### config.mk
export PLATFORM = sky130hd
export DESIGN_NAME = fpa_seq_flat
export DESIGN_NICKNAME = d
export VERILOG_FILES = /design/src/rtl/fpa_seq_if.sv /design/src/rtl/fpa_seq.sv /design/src/flat_wrapper.sv
export SDC_FILE = /design/constraint.sdc
export NUM_CORES = 1
export LEC_CHECK = 0
export ABC_AREA = 1
export CORE_UTILIZATION = 54
export DETAILED_ROUTE_END_ITERATION = 10
export PLACE_DENSITY = 0.93
export SLEW_MARGIN = 10
export SYNTH_ARGS = -nofsm -noshare
export SYNTH_HDL_FRONTEND = slang
export SYNTH_SLANG_ARGS = --single-unit
### constraint.sdc
create_clock -name clk -period 2.9 [get_ports clk]
set_input_delay 0.29 -clock clk [delete_from_list [all_inputs] [get_ports clk]]
set_output_delay 0.29 -clock clk [all_outputs]
set_load 0.005 [all_outputs]
### src/rtl/fpa_seq_if.sv
// Bundle of the sequencer's control, operand-ROM, multiplier and judge read-port signals.
// The master side is the sequencer; the slave side is the surrounding environment.
interface fpa_seq_if #(
  parameter int WIDTH   = 32,
  parameter int N_PAIRS = 4,
  parameter int ROM_AW  = 3,
  parameter int RAM_AW  = 2
);
  logic               start;
  logic               busy;
  logic               done;
  logic [N_PAIRS-1:0] err_mask;
  logic [ROM_AW-1:0]  rom_addr;
  logic               rom_rd;
  logic [WIDTH-1:0]   rom_data;
  logic [WIDTH-1:0]   mul_a;
  logic [WIDTH-1:0]   mul_b;
  logic               mul_en;
  logic               mul_rst;
  logic               mul_done;
  logic [WIDTH-1:0]   mul_z;
  logic [RAM_AW-1:0]  rd_addr;
  logic [WIDTH-1:0]   rd_data;

  modport master (
    input  start, rom_data, mul_done, mul_z, rd_addr,
    output busy, done, err_mask, rom_addr, rom_rd, mul_a, mul_b, mul_en, mul_rst, rd_data
  );

  modport slave (
    output start, rom_data, mul_done, mul_z, rd_addr,
    input  busy, done, err_mask, rom_addr, rom_rd, mul_a, mul_b, mul_en, mul_rst, rd_data
  );
endinterface

### src/rtl/fpa_seq.sv
// Pair-multiply sequencer: fetches operand pairs from a synchronous ROM, runs each through
// an external multiplier with a per-pair timeout, and keeps the products in a result buffer.
module fpa_seq #(
  parameter int               WIDTH     = 32,
  parameter int               N_PAIRS   = 4,
  parameter int               ROM_AW    = 3,
  parameter int               RAM_AW    = 2,
  parameter int               TIMEOUT   = 64,
  parameter logic [WIDTH-1:0] NAN_VALUE = 32'h7FC00000
) (
  input  logic      clk,
  input  logic      rst,
  fpa_seq_if.master bus
);
  localparam int IW = (N_PAIRS > 1) ? $clog2(N_PAIRS) : 1;
  localparam int TW = $clog2(TIMEOUT + 1);

  localparam logic [2:0] ST_IDLE = 3'd0;
  localparam logic [2:0] ST_FA   = 3'd1;
  localparam logic [2:0] ST_FB   = 3'd2;
  localparam logic [2:0] ST_LB   = 3'd3;
  localparam logic [2:0] ST_RUN  = 3'd4;
  localparam logic [2:0] ST_CLR  = 3'd5;

  logic [2:0]         state_r;
  logic [IW-1:0]      idx_r;
  logic [TW-1:0]      tcnt_r;
  logic               done_r;
  logic [N_PAIRS-1:0] err_r;
  logic [WIDTH-1:0]   mul_a_r;
  logic [WIDTH-1:0]   mul_b_r;
  logic [WIDTH-1:0]   res_r [N_PAIRS];

  logic [ROM_AW-1:0]  pair_base_s;
  logic [ROM_AW-1:0]  rom_addr_s;
  logic               rom_rd_s;
  logic               mul_en_s;
  logic               mul_rst_s;
  logic               run_hit_s;
  logic               run_to_s;
  logic               wr_en_s;
  logic [WIDTH-1:0]   wr_data_s;
  logic [N_PAIRS-1:0] idx_hot_s;
  logic [WIDTH-1:0]   rd_data_s;

  assign pair_base_s = ROM_AW'({idx_r, 1'b0});

  // Handshake strobes and ROM address decoded from the registered state only.
  always_comb begin
    rom_rd_s   = 1'b0;
    rom_addr_s = '0;
    mul_en_s   = 1'b0;
    mul_rst_s  = 1'b0;
    case (state_r)
      ST_IDLE: mul_rst_s = 1'b1;
      ST_FA: begin
        rom_rd_s   = 1'b1;
        rom_addr_s = pair_base_s;
      end
      ST_FB: begin
        rom_rd_s   = 1'b1;
        rom_addr_s = pair_base_s + ROM_AW'(1);
      end
      ST_RUN:  mul_en_s  = 1'b1;
      ST_CLR:  mul_rst_s = 1'b1;
      default: mul_rst_s = 1'b1;
    endcase
  end

  // RUN outcome: a result beats the timeout when both happen in the same cycle.
  always_comb begin
    run_hit_s = (state_r == ST_RUN) && bus.mul_done;
    run_to_s  = (state_r == ST_RUN) && !bus.mul_done && (tcnt_r == TW'(TIMEOUT - 1));
    wr_en_s   = run_hit_s || run_to_s;
    wr_data_s = run_hit_s ? bus.mul_z : NAN_VALUE;
    for (int k = 0; k < N_PAIRS; k++) begin
      idx_hot_s[k] = (idx_r == IW'(k));
    end
  end

  // Sequencer state, pair index, timeout count and status flags.
  always_ff @(posedge clk or negedge rst) begin
    if (!rst) begin
      state_r <= ST_IDLE;
      idx_r   <= '0;
      tcnt_r  <= '0;
      done_r  <= 1'b0;
      err_r   <= '0;
      mul_a_r <= '0;
      mul_b_r <= '0;
    end else begin
      case (state_r)
        ST_IDLE: begin
          if (bus.start) begin
            state_r <= ST_FA;
            done_r  <= 1'b0;
            err_r   <= '0;
            idx_r   <= '0;
          end
        end
        ST_FA: state_r <= ST_FB;
        ST_FB: begin
          mul_a_r <= bus.rom_data;
          state_r <= ST_LB;
        end
        ST_LB: begin
          mul_b_r <= bus.rom_data;
          tcnt_r  <= '0;
          state_r <= ST_RUN;
        end
        ST_RUN: begin
          if (run_hit_s) begin
            state_r <= ST_CLR;
          end else if (run_to_s) begin
            err_r   <= err_r | idx_hot_s;
            state_r <= ST_CLR;
          end else begin
            tcnt_r <= tcnt_r + TW'(1);
          end
        end
        ST_CLR: begin
          if (idx_r == IW'(N_PAIRS - 1)) begin
            done_r  <= 1'b1;
            state_r <= ST_IDLE;
          end else begin
            idx_r   <= idx_r + IW'(1);
            state_r <= ST_FA;
          end
        end
        default: state_r <= ST_IDLE;
      endcase
    end
  end

  // Result buffer; words persist across runs until their pair is rewritten.
  always_ff @(posedge clk or negedge rst) begin
    if (!rst) begin
      for (int k = 0; k < N_PAIRS; k++) begin
        res_r[k] <= '0;
      end
    end else begin
      for (int k = 0; k < N_PAIRS; k++) begin
        if (wr_en_s && idx_hot_s[k]) begin
          res_r[k] <= wr_data_s;
        end
      end
    end
  end

  // Asynchronous judge read; addresses past the last pair select nothing and read 0.
  always_comb begin
    rd_data_s = '0;
    for (int k = 0; k < N_PAIRS; k++) begin
      rd_data_s = rd_data_s | (res_r[k] & {WIDTH{bus.rd_addr == RAM_AW'(k)}});
    end
  end

  assign bus.busy     = (state_r != ST_IDLE);
  assign bus.done     = done_r;
  assign bus.err_mask = err_r;
  assign bus.rom_rd   = rom_rd_s;
  assign bus.rom_addr = rom_addr_s;
  assign bus.mul_a    = mul_a_r;
  assign bus.mul_b    = mul_b_r;
  assign bus.mul_en   = mul_en_s;
  assign bus.mul_rst  = mul_rst_s;
  assign bus.rd_data  = rd_data_s;
endmodule

### src/flat_wrapper.sv
// flat-port wrapper written by rule: the top's interface ports become plain ports
module fpa_seq_flat 
#(
  parameter int               WIDTH     = 32,
  parameter int               N_PAIRS   = 4,
  parameter int               ROM_AW    = 3,
  parameter int               RAM_AW    = 2,
  parameter int               TIMEOUT   = 64,
  parameter logic [WIDTH-1:0] NAN_VALUE = 32'h7FC00000
)
  (clk, rst, bus_start, bus_rom_data, bus_mul_done, bus_mul_z, bus_rd_addr, bus_busy, bus_done, bus_err_mask, bus_rom_addr, bus_rom_rd, bus_mul_a, bus_mul_b, bus_mul_en, bus_mul_rst, bus_rd_data);
  fpa_seq_if #(.WIDTH(WIDTH), .N_PAIRS(N_PAIRS), .ROM_AW(ROM_AW), .RAM_AW(RAM_AW)) bus_i ();
  input  logic clk;
  input  logic rst;
  input wire logic [$bits(bus_i.start)-1:0] bus_start;
  input wire logic [$bits(bus_i.rom_data)-1:0] bus_rom_data;
  input wire logic [$bits(bus_i.mul_done)-1:0] bus_mul_done;
  input wire logic [$bits(bus_i.mul_z)-1:0] bus_mul_z;
  input wire logic [$bits(bus_i.rd_addr)-1:0] bus_rd_addr;
  output wire logic [$bits(bus_i.busy)-1:0] bus_busy;
  output wire logic [$bits(bus_i.done)-1:0] bus_done;
  output wire logic [$bits(bus_i.err_mask)-1:0] bus_err_mask;
  output wire logic [$bits(bus_i.rom_addr)-1:0] bus_rom_addr;
  output wire logic [$bits(bus_i.rom_rd)-1:0] bus_rom_rd;
  output wire logic [$bits(bus_i.mul_a)-1:0] bus_mul_a;
  output wire logic [$bits(bus_i.mul_b)-1:0] bus_mul_b;
  output wire logic [$bits(bus_i.mul_en)-1:0] bus_mul_en;
  output wire logic [$bits(bus_i.mul_rst)-1:0] bus_mul_rst;
  output wire logic [$bits(bus_i.rd_data)-1:0] bus_rd_data;
  assign bus_i.start = bus_start;
  assign bus_i.rom_data = bus_rom_data;
  assign bus_i.mul_done = bus_mul_done;
  assign bus_i.mul_z = bus_mul_z;
  assign bus_i.rd_addr = bus_rd_addr;
  assign bus_busy = bus_i.busy;
  assign bus_done = bus_i.done;
  assign bus_err_mask = bus_i.err_mask;
  assign bus_rom_addr = bus_i.rom_addr;
  assign bus_rom_rd = bus_i.rom_rd;
  assign bus_mul_a = bus_i.mul_a;
  assign bus_mul_b = bus_i.mul_b;
  assign bus_mul_en = bus_i.mul_en;
  assign bus_mul_rst = bus_i.mul_rst;
  assign bus_rd_data = bus_i.rd_data;
  fpa_seq #(.WIDTH(WIDTH), .N_PAIRS(N_PAIRS), .ROM_AW(ROM_AW), .RAM_AW(RAM_AW), .TIMEOUT(TIMEOUT), .NAN_VALUE(NAN_VALUE)) u_core (.clk(clk), .rst(rst), .bus(bus_i));
endmodule
# Yosys cells after proc, flatten, opt, wreduce, memory -nomap -nowiden
# Cells that the tools add are included.
dict set report classes {
  addsub 3
  mul 0
  n_div 0
  n_lt_le_gt_ge 0
  eq_ne 19
  shifts 0
  mux 23
  n_bitwise 8
  reduce_logical 23
}
# op count
set op_table {}
lappend op_table {{32-bit bitwise AND} 4}
lappend op_table {{32-bit OR} 3}
lappend op_table {{32-bit 2-to-1 mux} 1}
lappend op_table {{3-bit case mux with 6 select lines} 1}
lappend op_table {{7-bit 2-to-1 mux} 2}
lappend op_table {{7-bit case mux with 2 select lines} 1}
lappend op_table {{4-bit 2-to-1 mux} 3}
lappend op_table {{3-bit 2-to-1 mux} 3}
lappend op_table {{3-bit AND reduction} 3}
lappend op_table {{2-bit equality test, second input constant} 4}
lappend op_table {{2-bit != test, second input constant} 4}
lappend op_table {{4-bit case mux with 2 select lines} 1}
lappend op_table {{7-bit by 1-bit adder with 7-bit output, second input constant} 1}
lappend op_table {{7-bit by 6-bit equality test with 1-bit output, second input constant} 1}
lappend op_table {{1-bit logical AND} 7}
lappend op_table {{3-bit by 2-bit equality test with 1-bit output, second input constant} 2}
lappend op_table {{3-bit equality test, second input constant} 2}
lappend op_table {{1-bit 2-to-1 mux} 6}
lappend op_table {{3-bit case mux with 2 select lines} 1}
lappend op_table {{2-bit nonzero test} 3}
lappend op_table {{2-bit by 1-bit equality test with 1-bit output, second input constant} 2}
lappend op_table {{2-bit zero test} 2}
lappend op_table {{2-bit 2-to-1 mux} 2}
lappend op_table {{2-bit by 1-bit != test with 1-bit output, second input constant} 2}
lappend op_table {{other kinds (15)} 15}
dict set report word_totals {
  register_bits 209
  latchBits 0
  mem_bits_rw 0
  mem_bits_ro 0
  output_inout_bits 108
  elab_cells 87
  mem_count 0
}

# Depth between registers and ports, before layout
dict set report logic_depth {
  ltp_word 6
  ltp_mapped 10
  ltp_nobuf 8
}

# Least setup slack after synthesis
# Ideal clock, no wire load.
dict set report synth_path {
  kind {reg-to-reg}
  start {reg u_core.tcnt_r[0]}
  end {reg u_core.res_r[120] in the netlist's numbering}
  setup_ns 0.117
  t_arrival_ns 1.485
  setup_slack_ns 1.298
  path_stages_with_launch 11
  synth_period_minus_slack_ns 1.602
  cell_sequence {dfrtp_1 > ha_1 > nand3_1 > nor2_2 > nand2_2 > nand2_2 > buf_6 > nand2_4 > buf_6 > nand2_1 > nand2_1}
}
dict set report synth_between {
  elab_chain_cells 4
}
# item line
set synth_rtl {}
lappend synth_rtl {{from (decl)} fpa_seq.sv:27} ;# logic [TW-1:0] tcnt_r;
lappend synth_rtl {{from (signal assigned)} fpa_seq.sv:118} ;# tcnt_r <= tcnt_r + TW'(1);
lappend synth_rtl {{7-bit by 6-bit equality test with 1-bit output} fpa_seq.sv:73} ;# run_to_s = (state_r == ST_RUN) && !bus.mul_done && (tcnt_r == TW'(TIMEOUT - 1));
lappend synth_rtl {{1-bit logical AND} fpa_seq.sv:73}
lappend synth_rtl {{1-bit logical OR} fpa_seq.sv:74} ;# wr_en_s = run_hit_s || run_to_s;
lappend synth_rtl {{1-bit logical AND} fpa_seq.sv:143} ;# if (wr_en_s && idx_hot_s[k]) begin
lappend synth_rtl {{to (signal, indexed assignment)} fpa_seq.sv:144} ;# res_r[k] <= wr_data_s;
lappend synth_rtl {{to (decl)} fpa_seq.sv:32} ;# logic [WIDTH-1:0] res_r [N_PAIRS];
# No other way between the ends.
# A chain may end at the register's enable or synchronous reset.

# Final worst setup path
dict set report layout_path {
  start {in bus_rd_addr[1]}
  end {out bus_rd_data[25]}
}
dict set report layout_between {
  elab_chain_cells 5
  word_cells_on_any_way 11
}
# item line
set layout_rtl {}
lappend layout_rtl {{from (decl)} flat_wrapper.sv:19} ;# input wire logic [$bits(bus_i.rd_addr)-1:0] bus_rd_addr;
lappend layout_rtl {{2-bit by 1-bit equality test with 1-bit output / 2-bit zero test (equally long branches)} fpa_seq.sv:154} ;# rd_data_s = rd_data_s | (res_r[k] & {WIDTH{bus.rd_addr == RAM_AW'(k)}});
lappend layout_rtl {{32-bit bitwise AND} fpa_seq.sv:154}
lappend layout_rtl {{32-bit OR (2 in series)} fpa_seq.sv:154}
lappend layout_rtl {{32-bit OR (*)} fpa_seq.sv:154}
lappend layout_rtl {{to (decl)} flat_wrapper.sv:29} ;# output wire logic [$bits(bus_i.rd_data)-1:0] bus_rd_data;
# Every way passes the cells marked *; elsewhere a longest branch is shown, timed or not.

==> flow_summary.ini <==
[sta]
worst_slew_pin_slew_ns = 0.906
hold_violations = 0
setup_viol = 0
fin_crit_sh_pct = 85.9
skew_ns = 0.00669
min_period_ns = 2.49
timing.fmax_mhz = 401
final.setup.tns_ns = 0
rsz0062_at_grt = no
relSlewSlack_pct = 39.6
final_max_slew_viol_count = 0
fin_ws_ns = 0.407

[synth]
synth_top_cell_by_area = dfrtp_1
synthTopCellsByArea = dfrtp_1 57%, nand2_1 24%, o21ai_0 3.9%
synth_edf_count = 0
yosysSeqAreaShare_pct = 57.0
ys_warn_count = 0
syn_area_per_cell_um2 = 7.95
async_reset_ff_share_pct = 100
ys.flop_type = dfrtp_1
synth_area_um2 = 9170
synthTopCellsByCount = 576 x nand2_1, 209 x dfrtp_1, 85 x inv_1, 72 x o21ai_0, 51 x nand3_1
synth.most_common_cell = nand2_1
synth_top_cell_area_share_pct = 57.0
syn_nets = 1228
synth_cells = 1153
synth_cell_type_count = 26
ys_seq_elements = 209

[critical_path]
cp-endpoint = bus_rd_data[25]
reg2reg_depth = 9
crit_path_end_kind = output pin
timing.reg2reg.setup_slack_ns = 0.83
worstSetupStartpointType = primary input
critical_path.max_fanout = 32
r2r_end = u_core.res_r[72]
critPathLaunch = bus_rd_addr[1]
reg2reg_from = u_core.tcnt_r[0]
worstPathRequired_ns = 2.61
cp.arrival_ns = 2.20
crit_type = primary input to output pin

[finish]
nFillCells = 1202
final_core_util_pct = 71.3
drive_gt1_share_pct = 4.82
area_delta_synth_final_pct = 28.9
n_antenna_cell = 0
stdcell_count = 1547
final_nets = 1388

[floorplan]
die_area_um2 = 17500
initial_core_util_pct = 55.3
die-width_um = 132
pin_count = 178
fp.coreArea_um2 = 16600
rows = 47
die_h_um = 132

[grt]
grt_pass1_wl_mm = 40.1
grt_pass1_vias = 8180
overflow = 0
grt_usage_pct = 28.3
antenna_found_initial = 0
grt_max_degree = 78

[power]
p_per_area_nw_per_um2 = 917
power.leakage_uw = 0.00608
irDropWorstVdd_uv = 656

[min_path]
hold_class = primary input to async pin

[placed_design]
place_ws_ns = 0.437
dp_hpwl_mm = 15.2
place_congestion = 0.795
io_buffers = 177
dpl.cell_count = 1508

[clock_network]
clk_pin_slew_ns = 0.06
tritoncts = yes
cts-root-buf = clkbuf_16
cts_buffer_depth = 3
clock_tree.htree_level_count = 1
post_cts_buffers = 0
cts_sinks = 209
clock_latency_ns = 0.49
numCtsBuffers = 22

[drt]
wire_per_inst_um = 15.6
drtIter0Drc = 737
drt-total-wl_mm = 24.1
ant_nets = 0
vias = 8225
post-route-drc-count = 0
viasPerCell = 5.32
drt_first_pass_iters = 7

[run_status]
status = completed

[job]
maxCapViolCount = 0
## critical path: stages
cell             delay, ns
clkdlybuf4s50_1       0.51
inv_1                 0.07
or2_2                 0.27
inv_1                 0.10
buf_12                0.21
nand2_1               0.08
nand4_1               0.13
clkdlybuf4s50_1       0.52
## area by class of cell
cell class | count | area, µm² | share of cell area [%]
Clock buffer | 35 | 661 | 5.59
Multi-Input combinational cell | 796 | 3330 | 28.2
Sequential cell | 209 | 5230 | 44.3
Inverter | 88 | 333 | 2.82
Clock inverter | 3 | 43.8 | 0.371
Tap cell | 220 | 275 | 2.33
Timing Repair Buffer | 196 | 1950 | 16.5
## metrics by stage
| step | hold slack, ns | total power, µW | cell area (µm²) |
|---|---|---|---|
| finish | 0.380 | 10800 | 11800 |
| global placement | 0.352 | 7900 | 11100 |
| detailed placement | 0.352 | 8090 | 11100 |
| global route | 0.393 | 11500 | 11800 |
| floorplan | -0.00559 | 6120 | 9170 |
| CTS | 0.368 | 10900 | 11800 |
## per-layer routing
| metal | GRT usage, % | share of wire [%] | vias up |
|---|---|---|---|
| li1 | - | - | 3874 |
| met1 | 36.1 | 40 | 3902 |
| met2 | 48.3 | 49 | 412 |
| met3 | 6.96 | 9.7 | 37 |
| met4 | 7.92 | 1.8 | 0 |
| met5 | 0 | 0 | - |
## where the power goes
group	internal (µW)	switching (µW)	total [µW]	leakage [µW]
Clock	1640	1080	2720	0.000344
Sequential	3950	612	4570	0.00273
Combinational	1720	1830	3550	0.00300
Total	7320	3520	10800	0.00608
## worst min-delay path by stage
stage                           from                   end  slack (ns)  cells after the start
floorplan                        rst       u_core.bus.done      -0.006                      0
global placement                 rst      u_core.res_r[39]        0.35                      1
detailed placement               rst      u_core.res_r[39]        0.35                      1
CTS                  bus_rom_data[9]   u_core.bus.mul_b[9]        0.37                      3
global route        bus_rom_data[22]  u_core.bus.mul_b[22]        0.39                      3
finish                           rst     u_core.res_r[105]        0.38                      2
## cells in the final DEF, fill, tap and decap left out, types with 2 or more instances in the layout
cell type,count
o21ai_1,2
o21ai_0,72
nand2_2,4
buf_4,16
ha_1,5
clkbuf_1,8
a21oi_1,5
clkbuf_8,5
or2_2,2
clkdlybuf4s50_1,176
nor2_2,3
dfrtp_1,209
inv_1,85
nand4_1,33
nand2_1,576
nor2_1,38
nand3_1,50
buf_12,2
clkbuf_16,23
## logic make-up (layout without fill, tap and decap cells)
group,Yosys count,in the layout,share of synthesized area [%]
buf+inv,148,322,6.71
compound gates,80,80,4.39
simple gates,711,711,31.2
flops,209,209,57.0
fa+ha+maj,5,5,0.682
## repair_timing
| item | in CTS | in global routing |
|---|---|---|
| endpoints found under the setup margin | 0 | 0 |
| hold buffers | 1 | 0 |
| gates resized for setup | 0 | 0 |
| endpoints found under the hold margin | 73 | 0 |
## state kept, by name, summed over array words and instances, names as in the netlist
register             cells
u_core.bus.done          1
u_core.bus.err_mask      4
u_core.bus.mul_a        32
u_core.bus.mul_b        32
u_core.idx_r             2
u_core.res_r           128
u_core.state_r           3
u_core.tcnt_r            7
Note: power is estimated with default switching activity, not from simulation.
